**src/rtl/one_hot_pkg.sv**
```systemverilog
// ============================================================================
// Module   : one_hot_pkg
// Purpose  : Shared types and constants for the one-hot link receiver.
//            Holds the checker state encoding, the one-hot word width and
//            the code reported for an illegal (not exactly one-hot) word.
// Ports    : none (package)
// Revision : 1.0  initial release
// ============================================================================
`default_nettype none

package one_hot_pkg;

  localparam int ONE_HOT_W = 8;

  // Decode result for a word with zero bits or several bits set.
  localparam logic [3:0] c_ILLEGAL_CODE = 4'b1000;

  typedef enum logic [1:0] {
    ST_IDLE  = 2'd0,
    ST_HUNT  = 2'd1,
    ST_TRACK = 2'd2
  } state_t;

endpackage : one_hot_pkg

`default_nettype wire

```
**src/rtl/one_hot_to_bin.sv**
```systemverilog
// ============================================================================
// Module   : one_hot_to_bin
// Purpose  : Combinational 8-bit one-hot to binary encoder with a legality
//            flag. o_index is only meaningful while o_legal is high.
// Ports    : i_word  [7:0]  word to encode
//            o_index [2:0]  position of the set bit
//            o_legal        exactly one bit of i_word is set
// Revision : 1.0  initial release
// ============================================================================
`default_nettype none

module one_hot_to_bin
  import one_hot_pkg::*;
(
  input  logic [ONE_HOT_W-1:0] i_word,
  output logic [2:0]           o_index,
  output logic                 o_legal
);

  logic [ONE_HOT_W-1:0] w_low_cleared;

  // Clearing the lowest set bit leaves zero only for a single-bit word.
  assign w_low_cleared = i_word & (i_word - ONE_HOT_W'(1));
  assign o_legal       = (i_word != '0) && (w_low_cleared == '0);

  // OR of the positions of all set bits; exact when the word is legal.
  always_comb begin
    o_index = 3'd0;
    for (int i = 0; i < ONE_HOT_W; i++) begin
      if (i_word[i]) begin
        o_index = o_index | 3'(i);
      end
    end
  end

endmodule : one_hot_to_bin

`default_nettype wire

```
**src/rtl/one_hot_check.sv**
```systemverilog
// ============================================================================
// Module   : one_hot_check
// Purpose  : Receive-side checker for a wrapping 8-bit one-hot sequence.
//            Decodes each word to binary, acquires and tracks the sequence,
//            reports lock, pulses err on a broken word and keeps a
//            saturating error count.
// Ports    : clk            rising-edge clock
//            nreset         synchronous active-low reset
//            go             check enable; low forces IDLE
//            one_hot1 [7:0] received word
//            count    [3:0] registered decode ({0,index} or 4'b1000)
//            locked         sequence lock indicator
//            err            one-cycle pulse on a tracking error
//            err_cnt        saturating error count since reset
// Revision : 1.0  initial release
// ============================================================================
`default_nettype none

module one_hot_check
  import one_hot_pkg::*;
#(
  parameter int LOCK_N = 3,
  parameter int ERR_W  = 8
) (
  input  logic                 clk,
  input  logic                 nreset,
  input  logic                 go,
  input  logic [ONE_HOT_W-1:0] one_hot1,
  output logic [3:0]           count,
  output logic                 locked,
  output logic                 err,
  output logic [ERR_W-1:0]     err_cnt
);

  localparam logic [3:0] c_LOCK_GOOD = 4'(LOCK_N);

  state_t           r_state,    w_state_n;
  logic [2:0]       r_expected, w_expected_n;
  logic [3:0]       r_good,     w_good_n;
  logic [3:0]       w_count_n;
  logic             w_locked_n;
  logic             w_err_n;
  logic [ERR_W-1:0] w_err_cnt_n;

  logic [2:0]       w_index;
  logic             w_legal;
  logic [3:0]       w_code;

  one_hot_to_bin u_dec (
    .i_word  (one_hot1),
    .o_index (w_index),
    .o_legal (w_legal)
  );

  assign w_code = w_legal ? {1'b0, w_index} : c_ILLEGAL_CODE;

  always_ff @(posedge clk) begin
    if (!nreset) begin
      r_state    <= ST_IDLE;
      r_expected <= 3'd0;
      r_good     <= 4'd0;
      count      <= 4'd0;
      locked     <= 1'b0;
      err        <= 1'b0;
      err_cnt    <= '0;
    end else begin
      r_state    <= w_state_n;
      r_expected <= w_expected_n;
      r_good     <= w_good_n;
      count      <= w_count_n;
      locked     <= w_locked_n;
      err        <= w_err_n;
      err_cnt    <= w_err_cnt_n;
    end
  end

  always_comb begin
    w_state_n    = r_state;
    w_expected_n = r_expected;
    w_good_n     = r_good;
    w_count_n    = w_code;
    w_locked_n   = locked;
    w_err_n      = 1'b0;
    w_err_cnt_n  = err_cnt;

    if (!go) begin
      // Enable low wins over everything: the word on this edge is not checked.
      w_state_n  = ST_IDLE;
      w_count_n  = 4'd0;
      w_locked_n = 1'b0;
      w_good_n   = 4'd0;
    end else begin
      case (r_state)
        ST_IDLE: begin
          // The word on this edge only feeds count; acquisition starts next edge.
          w_state_n  = ST_HUNT;
          w_locked_n = 1'b0;
        end

        ST_HUNT: begin
          w_locked_n = 1'b0;
          if (w_legal) begin
            w_expected_n = w_index + 3'd1;
            w_good_n     = 4'd1;
            w_state_n    = ST_TRACK;
            w_locked_n   = (c_LOCK_GOOD <= 4'd1);
          end
        end

        ST_TRACK: begin
          if (w_legal && (w_index == r_expected)) begin
            w_expected_n = r_expected + 3'd1;
            w_good_n     = (r_good >= c_LOCK_GOOD) ? c_LOCK_GOOD : r_good + 4'd1;
            w_locked_n   = (w_good_n >= c_LOCK_GOOD);
          end else begin
            w_err_n     = 1'b1;
            w_err_cnt_n = (&err_cnt) ? err_cnt : err_cnt + ERR_W'(1);
            w_locked_n  = 1'b0;
            w_good_n    = 4'd0;
            w_state_n   = ST_HUNT;
          end
        end

        default: begin
          w_state_n  = ST_IDLE;
          w_locked_n = 1'b0;
        end
      endcase
    end
  end

endmodule : one_hot_check

`default_nettype wire

```
**config.mk**
```make
export PLATFORM = sky130hd
export DESIGN_NAME = one_hot_check
export DESIGN_NICKNAME = d
export VERILOG_FILES = /design/src/rtl/one_hot_pkg.sv /design/src/rtl/one_hot_to_bin.sv /design/src/rtl/one_hot_check.sv
export SDC_FILE = /design/constraint.sdc
export NUM_CORES = 1
export LEC_CHECK = 0
export CORE_UTILIZATION = 31
export DETAILED_ROUTE_END_ITERATION = 7
export SYNTH_ARGS = -nofsm -noshare
export SYNTH_HDL_FRONTEND = slang
export SYNTH_SLANG_ARGS = --single-unit
```
**constraint.sdc**
```tcl
create_clock -name clk -period 5.6 [get_ports clk]
set_clock_uncertainty 0.1 [all_clocks]
set_input_delay 0.84 -clock clk [delete_from_list [all_inputs] [get_ports clk]]
set_output_delay 0.84 -clock clk [all_outputs]
set_load 0.02 [all_outputs]
```
==> reports/qor.yml <==
final_layout:
  final_nets: 175
  final_common_cell: "clkdlybuf4s50_1"
  layout-drive-gt1-share_pct: 8.75
  final_cell_mix: "clkdlybuf4s50_1, dfxtp_1, nand2_1"
  n_antenna_cell: 0
  stdcell_area_um2: 1550
  syn2layout_area_growth_pct: 25.5
  fin_cells: 208
route:
  wl_met3_um: 155
  maxUsedRoutingLayer: "met4"
  drc: 0
  wl_met1_um: 1250
  via_count: 1129
  drtAntennaViolNets: 0
  wl_met2_um: 1260
  wirelength_um: 2740
  wl_per_cell_um: 13.1
  via_per_inst: 5.43
  dr.pass1.iters: 4
  drt_iter0_markers: 26
placement:
  placed_cells: 204
  port_buffers: 24
  hpwl_um: 2000
  gp_congestion: 0.754
  pre_cts_slack_ps: 2260
  placed_cell_area_um2: 1510
power:
  p_per_area_nw_per_um2: 190
  seqPwrFrac_pct: 55.7
  intPower_mw: 0.227
  ir_drop_uv: 76.9
  p_sw_mw: 0.0693
  clockPowerShare_pct: 34.8
  combPwrFrac_pct: 9.5
  sw_frac_of_total_pct: 23.4
  p_leak_nw: 0.499
setup_path:
  cp-end-kind: "flip-flop"
  crit_required_ps: 5700
  arrival_ps: 3190
  critPathKind: "input port to flip-flop"
  r2r_start: "r_state[1]$_SDFFE_PN0P_"
  critPathLaunch: "one_hot1[7]"
  cp_max_fo: 18
  worstSetupStartpointType: "input port"
die:
  die_x_um: 65.2
  coreArea_um2: 3740
  start_util_pct: 33.1
  dieArea_um2: 4250
  die_h_um: 65.2
  rows: 22
  pin_count: 25
sta:
  slew_viol_final: 0
  tightest_slew_ps: 704
  layout_min_cycle_time_ps: 3090
  maxClockFrequency_mhz: 324
  hold_ws_ps: 381
  tns_ps: 0
  worst_slack_ps: 2510
  setup_viol: 0
  rsz0062_at_grt: "false"
  fin_crit_sh_pct: 55.1
  relSlewSlack_pct: 53.0
  hold_viol: 0
grt:
  track_usage_pct: 13.5
  grt_max_degree: 19
  antenna_found_initial: 0
  grt_pass1_vias: 1016
  grt_first_pass_wirelength_um: 4450
  gr-total-overflow: 0
clock_network:
  cts_hold_buf: 0
  cts_resized: 0
  cts_tree: "done"
  clock-root-buffer: "clkbuf_8"
  clock_path_buffers: 2
  clock_latency_ps: 270
  numCtsBuffers: 3
  clkTransAtPathRegs_ps: 80
  h-tree-depth: 1
  postCtsSetupBuffers: 0
  cts.sinks: 23
synth:
  ys_ff_latch: 23
  ys_types: 38
  seq_area_frac_synth_pct: 37.2
  synthCells: 137
  yosys_warnings: 0
  synth_nets: 151
  syn_area_um2: 1240
  avgSynthCellArea_um2: 9.04
run_status:
  status: "completed"
hold_path:
  worstHoldStart: "r_good[1]$_SDFFE_PN0P_"
  hold_class: "flip-flop to flip-flop"
flow_run:
  drv_cap: 0
sequential cells by signal, summed over array words and instances (netlist names):
register and flops:
r_good 4, err_cnt 8, r_expected 3, count 4, r_state 2, locked 1, err 1
cell families after synthesis:
logic type | Yosys count | share of synthesized area [%]
adders and majority gates | 4 | 3.84
muxes | 3 | 2.42
DFF | 23 | 37.2
and+or+nand+nor | 63 | 31.9
buffers and inverters | 7 | 3.13
AOI/OAI and AO/OA | 34 | 19.4
xor gates and xnor gates | 3 | 2.12
power groups by stage:
| stage | combinational (mW) | clock (mW) | sequential (mW) |
|---|---|---|---|
| 4_1_cts | 0.0282 | 0.105 | 0.165 |
| 6_report | 0.0282 | 0.103 | 0.165 |
| 3_3_place_gp | 0.0273 | 0 | 0.169 |
| 2_1_floorplan | 0.0115 | 0 | 0.169 |
| 5_1_grt | 0.0306 | 0.113 | 0.165 |
| 3_5_place_dp | 0.0280 | 0 | 0.169 |
final timing paths:
kind / endpoint / slack, ps / depth (start not counted)
max reg2reg: err_cnt[6]$_SDFFE_PN0P_ / 3220 / 4
max: err_cnt[6]$_SDFFE_PN0P_ / 2510 / 7
min: r_good[1]$_SDFFE_PN0P_ / 380 / 1
min reg2reg: r_good[1]$_SDFFE_PN0P_ / 380 / 1
Yosys cell counts:
library cell,n,area [µm²]
o41ai_2,1,16.3
nor4_4,1,21.3
o211a_4,1,17.5
ha_1,3,37.5
clkbuf_1,3,11.3
a21oi_2,1,8.76
nand2_1,12,45.0
nor4_2,2,25.0
nor3_1,3,15.0
nor2b_1,2,12.5
a211oi_1,3,22.5
nand3_1,7,35.0
nor3b_1,1,7.51
o21a_1,2,15.0
buf_2,1,5.00
nor4b_1,4,35.0
o211ai_1,3,22.5
nand4_1,3,18.8
nand4_4,1,21.3
buf_8,1,15.0
dfxtp_1,23,460
and4b_1,1,10.0
o2bb2ai_2,1,15.0
o21ai_0,5,25.0
inv_1,2,7.51
nor3_2,2,20.0
xnor2_1,3,26.3
mux2i_1,3,30.0
or3_1,3,18.8
maj3_1,1,10.0
o31ai_1,5,37.5
or4_1,3,22.5
nor4_1,3,18.8
nor2_1,10,37.5
nand2b_1,3,18.8
a21oi_1,9,45.0
o21ai_1,3,15.0
and2_1,2,12.5
layout make-up:
type | count | area, µm²
fill | 398 | 2190
multi-input combinational | 107 | 739
sequential | 23 | 460
timing repair buffer | 24 | 240
tap | 48 | 60.1
clock buffer | 3 | 41.3
inverter | 2 | 7.51
clock inverter | 1 | 5.00
layer usage:
layer  vias up  GRT usage (%)
met2        36           22.7
met1       520           16.5
li1        564              -
met3         9           2.26
met4         0           6.52
met5         -              0
per-stage QoR:
step | util [%] | power, mW
final | 41.5 | 0.296
after detailed placement | 40.3 | 0.197
after global routing | 41.5 | 0.309
after floorplan | - | 0.181
after CTS | 41.5 | 0.298
after global placement | 40.3 | 0.196
worst max-delay path, stage by stage:
cell and delay [ps]:
clkdlybuf4s50_1 570, nor4_2 510, xnor2_1 240, nor3_2 110, o211a_4 230, or4_1 520
a21oi_1 150
No activity file was read; power rests on OpenSTA's default activity.
